### src/rtl/alu_serial_seq_if.sv
// Handshake/operand bundle between the datapath controller (master)
// and the bit-serial ALU sequencer (slave).
interface alu_serial_seq_if #(
  parameter int WIDTH = 8
);
  logic             start;
  logic [3:0]       ALUOp;
  logic [WIDTH-1:0] a;
  logic [WIDTH-1:0] b;
  logic             busy;
  logic             done;
  logic [WIDTH-1:0] result;
  logic             CarryOut;
  logic             zero;
  logic             overflow;
  logic             err;

  modport master (
    output start, ALUOp, a, b,
    input  busy, done, result, CarryOut, zero, overflow, err
  );

  modport slave (
    input  start, ALUOp, a, b,
    output busy, done, result, CarryOut, zero, overflow, err
  );
endinterface

### src/rtl/alu_serial_seq.sv
// Bit-serial ALU sequencer: feeds one operand bit per clock (LSB first) through
// a single ALU_1_bit slice and assembles a WIDTH-bit result with flags.

module ALU_1_bit (
  input  logic       a,
  input  logic       b,
  input  logic       CarryIn,
  input  logic [3:0] ALUOp,
  output logic       result,
  output logic       CarryOut
);
  logic a_eff;
  logic b_eff;
  logic sum;

  // ALUOp[3]/[2] invert A/B; ALUOp[1:0] selects AND/OR/ADD.
  assign a_eff    = a ^ ALUOp[3];
  assign b_eff    = b ^ ALUOp[2];
  assign sum      = a_eff ^ b_eff ^ CarryIn;
  assign CarryOut = (a_eff & b_eff) | (a_eff & CarryIn) | (b_eff & CarryIn);

  always_comb begin
    result = 1'b0;
    case (ALUOp[1:0])
      2'b00:   result = a_eff & b_eff;
      2'b01:   result = a_eff | b_eff;
      2'b10:   result = sum;
      default: result = 1'b0;
    endcase
  end
endmodule

module alu_serial_seq #(
  parameter int WIDTH = 8
) (
  input  logic              clk,
  input  logic              reset,
  alu_serial_seq_if.slave   bus
);
  localparam int IW = (WIDTH > 2) ? $clog2(WIDTH) : 1;

  localparam logic [3:0] OP_AND = 4'b0000;
  localparam logic [3:0] OP_OR  = 4'b0001;
  localparam logic [3:0] OP_ADD = 4'b0010;
  localparam logic [3:0] OP_SUB = 4'b0110;
  localparam logic [3:0] OP_NOR = 4'b1100;

  typedef enum logic [1:0] {
    S_IDLE = 2'd0,
    S_RUN  = 2'd1,
    S_DONE = 2'd2
  } state_t;

  state_t           state_q, state_d;
  logic [WIDTH-1:0] a_q, a_d;
  logic [WIDTH-1:0] b_q, b_d;
  logic [3:0]       op_q, op_d;
  logic [IW-1:0]    idx_q, idx_d;
  logic             carry_q, carry_d;
  logic [WIDTH-1:0] result_q, result_d;
  logic             co_q, co_d;
  logic             ovf_q, ovf_d;
  logic             zero_q, zero_d;
  logic             err_q, err_d;

  logic sl_a;
  logic sl_b;
  logic sl_res;
  logic sl_co;
  logic op_supported;
  logic op_arith;

  assign sl_a = a_q[idx_q];
  assign sl_b = b_q[idx_q];

  ALU_1_bit u_slice (
    .a        (sl_a),
    .b        (sl_b),
    .CarryIn  (carry_q),
    .ALUOp    (op_q),
    .result   (sl_res),
    .CarryOut (sl_co)
  );

  always_comb begin
    op_supported = 1'b0;
    case (bus.ALUOp)
      OP_AND, OP_OR, OP_ADD, OP_SUB, OP_NOR: op_supported = 1'b1;
      default:                               op_supported = 1'b0;
    endcase
  end

  assign op_arith = (op_q == OP_ADD) || (op_q == OP_SUB);

  always_ff @(posedge clk or posedge reset) begin
    if (reset) begin
      state_q  <= S_IDLE;
      a_q      <= '0;
      b_q      <= '0;
      op_q     <= '0;
      idx_q    <= '0;
      carry_q  <= 1'b0;
      result_q <= '0;
      co_q     <= 1'b0;
      ovf_q    <= 1'b0;
      zero_q   <= 1'b1;
      err_q    <= 1'b0;
    end else begin
      state_q  <= state_d;
      a_q      <= a_d;
      b_q      <= b_d;
      op_q     <= op_d;
      idx_q    <= idx_d;
      carry_q  <= carry_d;
      result_q <= result_d;
      co_q     <= co_d;
      ovf_q    <= ovf_d;
      zero_q   <= zero_d;
      err_q    <= err_d;
    end
  end

  always_comb begin
    state_d  = state_q;
    a_d      = a_q;
    b_d      = b_q;
    op_d     = op_q;
    idx_d    = idx_q;
    carry_d  = carry_q;
    result_d = result_q;
    co_d     = co_q;
    ovf_d    = ovf_q;
    zero_d   = zero_q;
    err_d    = err_q;

    case (state_q)
      S_IDLE, S_DONE: begin
        if (state_q == S_DONE) state_d = S_IDLE;
        if (bus.start) begin
          a_d      = bus.a;
          b_d      = bus.b;
          op_d     = bus.ALUOp;
          idx_d    = '0;
          carry_d  = (bus.ALUOp == OP_SUB);
          result_d = '0;
          co_d     = 1'b0;
          ovf_d    = 1'b0;
          zero_d   = 1'b1;
          err_d    = !op_supported;
          state_d  = op_supported ? S_RUN : S_DONE;
        end
      end
      S_RUN: begin
        result_d[idx_q] = sl_res;
        carry_d         = sl_co;
        idx_d           = idx_q + IW'(1);
        if (idx_q == IW'(WIDTH - 1)) begin
          // carry_q is the carry into the MSB; sl_co the carry out of it.
          co_d    = op_arith & sl_co;
          ovf_d   = op_arith & (carry_q ^ sl_co);
          zero_d  = (result_d == '0);
          state_d = S_DONE;
        end
      end
      default: state_d = S_IDLE;
    endcase
  end

  assign bus.busy     = (state_q == S_RUN);
  assign bus.done     = (state_q == S_DONE);
  assign bus.result   = result_q;
  assign bus.CarryOut = co_q;
  assign bus.zero     = zero_q;
  assign bus.overflow = ovf_q;
  assign bus.err      = err_q;
endmodule

### src/flat_wrapper.sv
// flat-port wrapper written by rule: the top's interface ports become plain ports
module alu_serial_seq_flat 
#(
  parameter int WIDTH = 8
)
  (clk, reset, bus_start, bus_ALUOp, bus_a, bus_b, bus_busy, bus_done, bus_result, bus_CarryOut, bus_zero, bus_overflow, bus_err);
  alu_serial_seq_if #(.WIDTH(WIDTH)) bus_i ();
  input  logic clk;
  input  logic reset;
  input wire logic [$bits(bus_i.start)-1:0] bus_start;
  input wire logic [$bits(bus_i.ALUOp)-1:0] bus_ALUOp;
  input wire logic [$bits(bus_i.a)-1:0] bus_a;
  input wire logic [$bits(bus_i.b)-1:0] bus_b;
  output wire logic [$bits(bus_i.busy)-1:0] bus_busy;
  output wire logic [$bits(bus_i.done)-1:0] bus_done;
  output wire logic [$bits(bus_i.result)-1:0] bus_result;
  output wire logic [$bits(bus_i.CarryOut)-1:0] bus_CarryOut;
  output wire logic [$bits(bus_i.zero)-1:0] bus_zero;
  output wire logic [$bits(bus_i.overflow)-1:0] bus_overflow;
  output wire logic [$bits(bus_i.err)-1:0] bus_err;
  assign bus_i.start = bus_start;
  assign bus_i.ALUOp = bus_ALUOp;
  assign bus_i.a = bus_a;
  assign bus_i.b = bus_b;
  assign bus_busy = bus_i.busy;
  assign bus_done = bus_i.done;
  assign bus_result = bus_i.result;
  assign bus_CarryOut = bus_i.CarryOut;
  assign bus_zero = bus_i.zero;
  assign bus_overflow = bus_i.overflow;
  assign bus_err = bus_i.err;
  alu_serial_seq #(.WIDTH(WIDTH)) u_core (.clk(clk), .reset(reset), .bus(bus_i));
endmodule
### config.mk
export PLATFORM = sky130hd
export DESIGN_NAME = alu_serial_seq_flat
export DESIGN_NICKNAME = d
export VERILOG_FILES = /design/src/rtl/alu_serial_seq_if.sv /design/src/rtl/alu_serial_seq.sv /design/src/flat_wrapper.sv
export SDC_FILE = /design/constraint.sdc
export NUM_CORES = 1
export LEC_CHECK = 0
export CORE_MARGIN = 2
export CORE_UTILIZATION = 42
export DETAILED_ROUTE_END_ITERATION = 16
export PLACE_DENSITY = 0.67
export SLEW_MARGIN = 20
export SYNTH_ARGS = -nofsm -noshare
export SYNTH_HDL_FRONTEND = slang
export SYNTH_SLANG_ARGS = --single-unit
### constraint.sdc
create_clock -name clk -period 3.06 [get_ports clk]
set_input_delay 0.306 -clock clk [delete_from_list [all_inputs] [get_ports clk]]
set_output_delay 0.306 -clock clk [all_outputs]
set_load 0.02 [all_outputs]
* After elaboration in Yosys (flattened, before gate mapping) *
Index checks and enable logic that the tools add are counted.

cells by class
  magnitude comparators = 2
  bitwise gates (word level) = 13
  reductions and logical operators = 14
  eq/ne operators = 14
  add/subtract/negate cells = 1
  muxes and demuxes = 28

operators with widths
  kind                                                 number
  one-hot mux 8 bit (2 select lines)                   1
  2-to-1 mux 1 bit                                     10
  bitwise mux 8 bit                                    1
  equality test 4 x 2 -> 1 bit, second input constant  2
  equality test 4 x 3 -> 1 bit, second input constant  2
  logical NOT 8 bit                                    1
  2-to-1 mux 2 bit                                     4
  2-to-1 mux 8 bit                                     1
  one-hot mux 1 bit (2 select lines)                   4
  binary-select mux 1 bit (select 3 bit)               2
  one-hot mux 3 bit (2 select lines)                   1
  AND reduction 2 bit                                  3
  bitwise AND 1 bit                                    5
  OR reduction 5 bit                                   1
  XOR 1 bit                                            5
  equality test 2 x 1 -> 1 bit, second input constant  2
  equality test 2 bit, second input constant           2
  equality test 4 x 1 -> 1 bit, second input constant  1
  equality test 4 bit, second input constant           1
  logical NOT 2 bit                                    2
  logical NOT 4 bit                                    1
  < comparator 3 x 4 -> 1 bit, second input constant   1
  one-hot mux 2 bit (2 select lines)                   1
  adder 3 x 1 -> 3 bit, second input constant          1
  15 further kinds                                     17

word-level totals
  flip-flop bits (word level) = 38
  logic and storage cells = 83
  input port bits = 23

* Logic depth before layout (Yosys ltp) *
Gate-level depths: netlist (run 1).

  depth in word-level cells = 10
  depth in mapped cells = 11
  gate-level depth less buffers = 9

* By module *
Synthesis (run 1) repeated with hierarchy kept, for this count alone.

second synthesis, totals
  cell total of the unflattened synthesis = 229
  area, all modules = 1999.4 um^2

by module, submodules not included
  module          cells an instance  times used  area each (um^2)
  alu_serial_seq  219                1           1906.8
  ALU_1_bit       10                 1           92.6

* Worst setup path after synthesis (run 1) *
Ideal clock, no wire load.

  path kind = flip-flop to flip-flop
  from = register u_core.idx_q[1]
  to = register u_core.result_q[2], in the netlist u_core.bus.result[2]
  stages on the path, launching flop included = 8
  slack = 0.699 ns
  setup time = 0.095 ns
  required time = 2.965 ns
  arrival time = 2.266 ns
  cells stage by stage = dfrtp_1 > mux4_1 > mux2i_1 > xnor2_1 > fa_1 > nand3b_1 > a21o_1 > o31ai_1

between the ends
  longest elaborated chain between the ends = 8
  elaborated cells on any way between the ends = 18
  those cells by class = order compare (2); mux (9); bitwise (6); reduce/logical (1)

ends and longest elaborated chain
  what                                                              RTL line                                    text
  start: declaration                                                alu_serial_seq.sv:58                        logic [IW-1:0] idx_q, idx_d;
  start signal: assignment                                          alu_serial_seq.sv:113                       idx_q <= idx_d;
  binary-select mux 1 bit (select 3 bit), on equally long branches  alu_serial_seq.sv:73, alu_serial_seq.sv:74
  2-to-1 mux 1 bit, on equally long branches                        alu_serial_seq.sv:73, alu_serial_seq.sv:74
  XOR 1 bit, on equally long branches                               alu_serial_seq.sv:17, alu_serial_seq.sv:18
  XOR 1 bit (2 in a row)                                            alu_serial_seq.sv:19                        assign sum = a_eff ^ b_eff ^ CarryIn;
  one-hot mux 1 bit (3 select lines)                                alu_serial_seq.sv:24                        case (ALUOp[1:0])
  bitwise mux 8 bit *                                               alu_serial_seq.sv:154                       result_d[idx_q] = sl_res;
  one-hot mux 8 bit (2 select lines) *                              alu_serial_seq.sv:136                       case (state_q)
  end signal: assignment                                            alu_serial_seq.sv:115                       result_q <= result_d;
  end: declaration                                                  alu_serial_seq.sv:60                        logic [WIDTH-1:0] result_q, result_d;

Every way passes the cells marked *; elsewhere a longest branch is shown, timed or not. The select of a mux whose other input is x is not followed.
A chain may end at the register's enable or synchronous reset.

* Worst setup path after layout (run 1) *
  from = register u_core.idx_q[2]
  to = register u_core.result_q[4], in the netlist u_core.bus.result[4]

The elaborated chain is that of the path after synthesis.

==> results.py, run 1 <==
metrics = {
    "layout": {
        "fin_nets": 276,
        "diodes": 0,
        "layoutNonFillerInstCount": 301,
        "layout_common_cells": "nand2_1 (67), dfrtp_1 (37), clkdlybuf4s50_1 (36), o21ai_0 (8), inv_1 (7)",
        "finalInstanceArea_um2": 2470,
        "area_growth_pct": 24.6,
        "final_common_cell": "nand2_1",
        "drive_above_1_share_pct": 7.23,
        "fillers": 417,
    },
    "job": {
        "maxCapViolCount": 0,
    },
    "clock_tree": {
        "path_clk_slew_ns": 0.08,
        "cts_resized": 0,
        "postCtsHoldBufs": 0,
        "clk_root_buffer_cell": "clkbuf_8",
        "clk_latency_ns": 0.29,
        "clock_tree.buffer_depth": 2,
        "cts_tree": "built",
        "cts_setup_buffers": 0,
        "htree_levels": 2,
        "cts_buffers": 5,
        "cts_sinks": 38,
    },
    "route": {
        "num_vias": 1571,
        "drcViolationCount": 0,
        "drt_wl_total_um": 4120,
        "avgRoutedWirePerCell_um": 13.7,
        "drtPass1Iterations": 4,
        "drtIter0Drc": 128,
        "drt-vias-per-instance": 5.22,
        "ant_nets": 0,
    },
    "timing": {
        "slew_headroom_pct": 39.5,
        "rsz0062_at_grt": "false",
        "fin_skew_ns": 0.00591,
        "tightest_slew_ns": 0.908,
        "finalCritPeriodShare_pct": 87.0,
        "fin_tns_setup_ns": 0,
        "final_hold_viol_count": 0,
        "drv_slew": 0,
        "setup_viol": 0,
        "max_freq_ghz": 0.376,
        "post-route-min-period_ns": 2.66,
    },
    "pwr": {
        "peakVddDrop_mv": 0.404,
        "power.density_nw_per_um2": 902,
        "leakage_uw": 0.00113,
        "p_total_uw": 2230,
    },
    "setup_path": {
        "cp.arrival_ns": 2.86,
        "crit_path_top_delay_cell": "dfrtp_1",
        "crit_required_ns": 3.25,
        "crit-reg2reg-launch": "u_core.idx_q[2]$_DFFE_PP0P_",
        "end_kind": "register",
        "critPathKind": "register to register",
        "cp-startpoint": "u_core.idx_q[2]$_DFFE_PP0P_",
        "cp-start-kind": "register",
        "max_stage_delay_ns": 0.68,
        "path_cells": "mux4_1, mux2i_1, xnor2_1, fa_1, nand3b_1, a21o_1, o31ai_1",
        "cp_max_fo": 18,
    },
    "yosys": {
        "syn_inst": 214,
        "synth_nets": 242,
        "synth_largest_area_cell": "dfrtp_1",
        "synth_ff_type": "dfrtp_1",
        "netlist.area_leader.share_pct": 46.7,
        "syn-cell-area_um2": 1980,
        "ys_ff_latch": 38,
        "async_reset_ff_share_pct": 100,
        "ys_seq_area_share_pct": 48.1,
        "ys_top_cells_by_area": "dfrtp_1 (47%), nand2_1 (13%), mux4_1 (2.7%)",
        "synth_warnings": 0,
        "synth_edf_count": 0,
        "ys_types": 43,
        "syn_avg_cell_area_um2": 9.26,
    },
    "min_path": {
        "hold_path.class": "primary input to asynchronous set/reset pin",
    },
    "status": {
        "status": "complete, no violations",
    },
    "floorplanning": {
        "core_area_um2": 4440,
        "start_util_pct": 44.6,
        "top_level_ports": 37,
        "die_w_um": 72.7,
        "fp.dieH_um": 72.7,
        "placementRows": 24,
        "die_area_um2": 5280,
    },
    "placement": {
        "place_congestion": 0.724,
        "placed_area_um2": 2380,
        "dpl.hpwl_um": 2970,
        "io_buffers": 36,
        "placed_cells": 293,
    },
    "global_routing": {
        "grt_max_degree": 39,
        "track_usage_pct": 17.6,
        "antenna_found_initial": 0,
        "grt_pass1_vias": 1502,
        "grt_pass1_wl_um": 7190,
        "grt_overflow": 0,
    },
}
## worst paths after layout
path	to	slack (ns)	depth (start not counted)
max	u_core.bus.result[4]$_DFFE_PP0P_	0.40	7
min	u_core.b_q[3]$_DFFE_PP0P_	0.43	3
max reg2reg	u_core.bus.result[4]$_DFFE_PP0P_	0.40	7
min reg2reg	u_core.b_q[7]$_DFFE_PP0P_	0.48	2
max in group asynchronous	u_core.bus.zero$_DFFE_PP1P_	2.28	3
min in group clk	u_core.b_q[7]$_DFFE_PP0P_	0.48	2
## cell type report
type | count | area [µm²] | share of cell area, %
clock buffer | 7 | 86.3 | 3.50
clock inverter | 1 | 5.00 | 0.203
inverter | 8 | 30.0 | 1.22
multi-input combinational | 155 | 940 | 38.1
sequential | 38 | 952 | 38.6
tap | 52 | 65.1 | 2.64
timing repair buffer | 40 | 390 | 15.8
## logic make-up (layout without fill, tap and decap cells)
group	count (synthesis)	after routing	synth area share, %
and+or+nand+nor	95	95	21.7
AOI/OAI and AO/OA	44	44	15.2
DFF	38	38	48.1
buffers and inverters	21	56	4.49
muxes	7	7	5.18
adders and majority gates	5	5	3.54
xor gates and xnor gates	4	4	1.77
## where the power goes
group	leakage (µW)	switching, µW	internal, µW
logic	0.000596	569	464
clock network	0.0000482	176	182
registers	0.000485	160	676
total	0.00113	905	1320
## worst max-delay path, delay by kind of cell, from the launching register on
| kind | cells | cell delay (ns) |
|---|---|---|
| flops | 1 | 0.68 |
| mux | 2 | 0.57 |
| compound gates | 2 | 0.55 |
| fa+ha+maj | 1 | 0.51 |
| xor+xnor | 1 | 0.15 |
| simple gates | 1 | 0.10 |
## through the flow
step	utilization [%]	hold slack [ns]	setup WS (ns)
after floorplan	-	0.411	0.699
after global placement	53.5	0.464	0.576
after detailed placement	53.5	0.464	0.395
after CTS	55.5	0.450	0.379
after global routing	55.5	0.499	0.160
final	55.5	0.428	0.397
## routing by layer
metal	global-route usage [%]	up-vias	share of wire, %
met1	25.0	736	50
met5	0	-	0
met4	4.94	0	1.2
met2	27.1	36	45
met3	4.28	5	3.6
li1	-	794	-
## synth_stat cells (2+ instances only)
master and n:
xnor2_1 3, nand3_1 4, mux4_1 2, a21oi_1 4
inv_1 7, nand3b_1 4, nor2_1 4, ha_1 4
o21a_1 2, nand2b_1 6, a22o_1 2, clkbuf_1 7
o32ai_1 2, dfrtp_1 37, nor2b_1 2, mux2i_1 5
buf_2 5, o21ai_1 3, o22ai_1 5, a31oi_1 2
o211ai_1 4, o31ai_1 5, a21o_1 2, o21ai_0 8
nand2_1 67
## sequential cells by signal (all words and copies together) (netlist names)
register             flops
u_core.idx_q             3
u_core.state_q           2
u_core.a_q               8
u_core.bus.overflow      1
u_core.op_q              4
u_core.bus.result        8
u_core.bus.err           1
u_core.carry_q           1
u_core.bus.zero          1
u_core.b_q               8
u_core.bus.CarryOut      1
No activity file was read; power rests on OpenSTA's default activity.
==> run 2: changes to the inputs <==
Settings changed: SETUP_SLACK_MARGIN set to 0.3.
==> results.py, run 2 (synthesized netlist as in run 1, its figures left out) <==
metrics = {
    "status": {
        "status": "complete, no violations",
    },
    "pwr": {
        "power.density_nw_per_um2": 902,
        "p_comb_share_pct": 46.5,
        "leakage_uw": 0.00113,
        "power.internal_uw": 1330,
        "clockPowerShare_pct": 16.0,
        "p_switching_uw": 907,
        "switching_share_pct": 40.6,
        "p_total_uw": 2230,
        "peakVddDrop_mv": 0.406,
        "seqPwrFrac_pct": 37.5,
    },
    "route": {
        "num_vias": 1576,
        "drtIter0Drc": 151,
        "drt-vias-per-instance": 5.24,
        "avgRoutedWirePerCell_um": 13.7,
        "ant_nets": 0,
        "drcViolationCount": 0,
        "drtPass1Iterations": 5,
        "drt_wl_total_um": 4120,
    },
    "clock_tree": {
        "postCtsHoldBufs": 0,
        "htree_levels": 2,
        "cts_sinks": 38,
        "cts_buffers": 5,
        "clk_root_buffer_cell": "clkbuf_8",
        "cts_tree": "built",
        "clk_latency_ns": 0.29,
        "clock_tree.buffer_depth": 2,
        "path_clk_slew_ns": 0.08,
    },
    "timing": {
        "fin_ws_ns": 0.490,
        "fin_skew_ns": 0.00422,
        "holdWs_ns": 0.427,
        "max_freq_ghz": 0.389,
        "finalCritPeriodShare_pct": 84.0,
        "fin_tns_setup_ns": 0,
        "setup_viol": 0,
        "drv_slew": 0,
        "post-route-min-period_ns": 2.57,
        "tightest_slew_ns": 0.909,
        "rsz0062_at_grt": "false",
        "slew_headroom_pct": 39.4,
        "final_hold_viol_count": 0,
    },
    "layout": {
        "final_common_cell": "nand2_1",
        "fillers": 415,
        "fin_nets": 276,
        "layout_common_cells": "nand2_1 (67), clkdlybuf4s50_1 (36), dfrtp_1 (35), o21ai_0 (8), inv_1 (7)",
        "diodes": 0,
        "drive_above_1_share_pct": 8.84,
        "finalInstanceArea_um2": 2480,
        "area_growth_pct": 25.1,
    },
    "global_routing": {
        "grt_pass1_vias": 1502,
        "grt_max_degree": 39,
        "grt_pass1_wl_um": 7190,
        "grt_overflow": 0,
        "track_usage_pct": 17.6,
        "antenna_found_initial": 0,
    },
    "min_path": {
        "hold_path.class": "primary input to asynchronous set/reset pin",
    },
    "floorplanning": {
        "fp.dieH_um": 72.7,
        "top_level_ports": 37,
        "die_area_um2": 5280,
        "core_area_um2": 4440,
        "start_util_pct": 44.6,
        "die_w_um": 72.7,
        "placementRows": 24,
    },
    "setup_path": {
        "crit_required_ns": 3.25,
        "r2r_end": "u_core.bus.result[4]$_DFFE_PP0P_",
        "cp-startpoint": "u_core.idx_q[1]$_DFFE_PP0P_",
        "cp-start-kind": "register",
        "rrSetupSlack_ns": 0.49,
        "critPathKind": "register to register",
        "cp_max_fo": 8,
        "end_kind": "register",
        "crit_path_top_delay_cell": "mux4_1",
        "path_cells": "mux4_1, mux2i_1, xnor2_1, fa_1, nand3b_1, a21o_2, o31ai_1",
        "cp_top_family": "multiplexers",
        "cp.arrival_ns": 2.76,
        "path_buf_inv": 0,
        "crit_end": "u_core.bus.result[4]$_DFFE_PP0P_",
        "worstSetupPathDepth": 7,
        "max_stage_delay_ns": 0.57,
        "crit-reg2reg-launch": "u_core.idx_q[1]$_DFFE_PP0P_",
        "worst_r2r_path_depth": 7,
    },
    "placement": {
        "io_buffers": 36,
        "place_congestion": 0.724,
        "placed_area_um2": 2380,
        "dpl.hpwl_um": 2970,
        "post-place-ws_ns": 0.395,
    },
    "job": {
        "maxCapViolCount": 0,
    },
}
-- run 2: through the flow --
step	util, %	instances
floorplan	-	214
global placement	53.5	293
detailed placement	53.5	293
CTS	55.5	301
global route	55.7	301
finish	55.7	301
-- run 2: worst min-delay path by stage --
stage,from,to,slack (ns),depth (start not counted)
2_1_floorplan,bus_a[0],u_core.a_q[0]$_DFFE_PP0P_,0.41,2
3_3_place_gp,u_core.b_q[5]$_DFFE_PP0P_,u_core.b_q[5]$_DFFE_PP0P_,0.46,2
3_5_place_dp,u_core.b_q[7]$_DFFE_PP0P_,u_core.b_q[7]$_DFFE_PP0P_,0.46,2
4_1_cts,reset,u_core.b_q[3]$_DFFE_PP0P_,0.45,3
5_1_grt,u_core.b_q[7]$_DFFE_PP0P_,u_core.b_q[7]$_DFFE_PP0P_,0.50,2
6_report,reset,u_core.b_q[3]$_DFFE_PP0P_,0.43,3
-- run 2: power groups by stage --
stage / clock (µW) / sequential, µW / combinational (µW)
floorplan: 0 / 805 / 787
global placement: 0 / 841 / 1000
detailed placement: 0 / 849 / 1040
CTS: 363 / 839 / 1050
global route: 384 / 864 / 1170
finish: 357 / 838 / 1040
-- run 2: cell type report --
| class | instances | area (µm²) | area share [%] |
|---|---|---|---|
| well taps | 52 | 65.1 | 2.63 |
| inverters | 8 | 30.0 | 1.21 |
| flip-flops and latches | 38 | 955 | 38.5 |
| clock inverters | 1 | 5.00 | 0.202 |
| repair buffers | 40 | 390 | 15.8 |
| multi-input cells | 155 | 946 | 38.2 |
| clock buffers | 7 | 86.3 | 3.48 |
-- run 2: worst min-delay path, cell delays in order --
cell             delay [ns]
clkdlybuf4s50_1        0.40
inv_1                  0.05
buf_4                  0.40
-- run 2: repair_timing --
action	in CTS	in global routing
setup buffers	0	0
setup endpoints to repair	0	8
gates resized for setup	0	4
-- run 2: layer usage --
metal  routed length, µm  GRT usage, %  up-vias
met5                   0             0        -
met4                  51          4.94        0
met3                 172          4.28        5
met2                1870          27.1       39
met1                2030          25.0      738
li1                    -             -      794
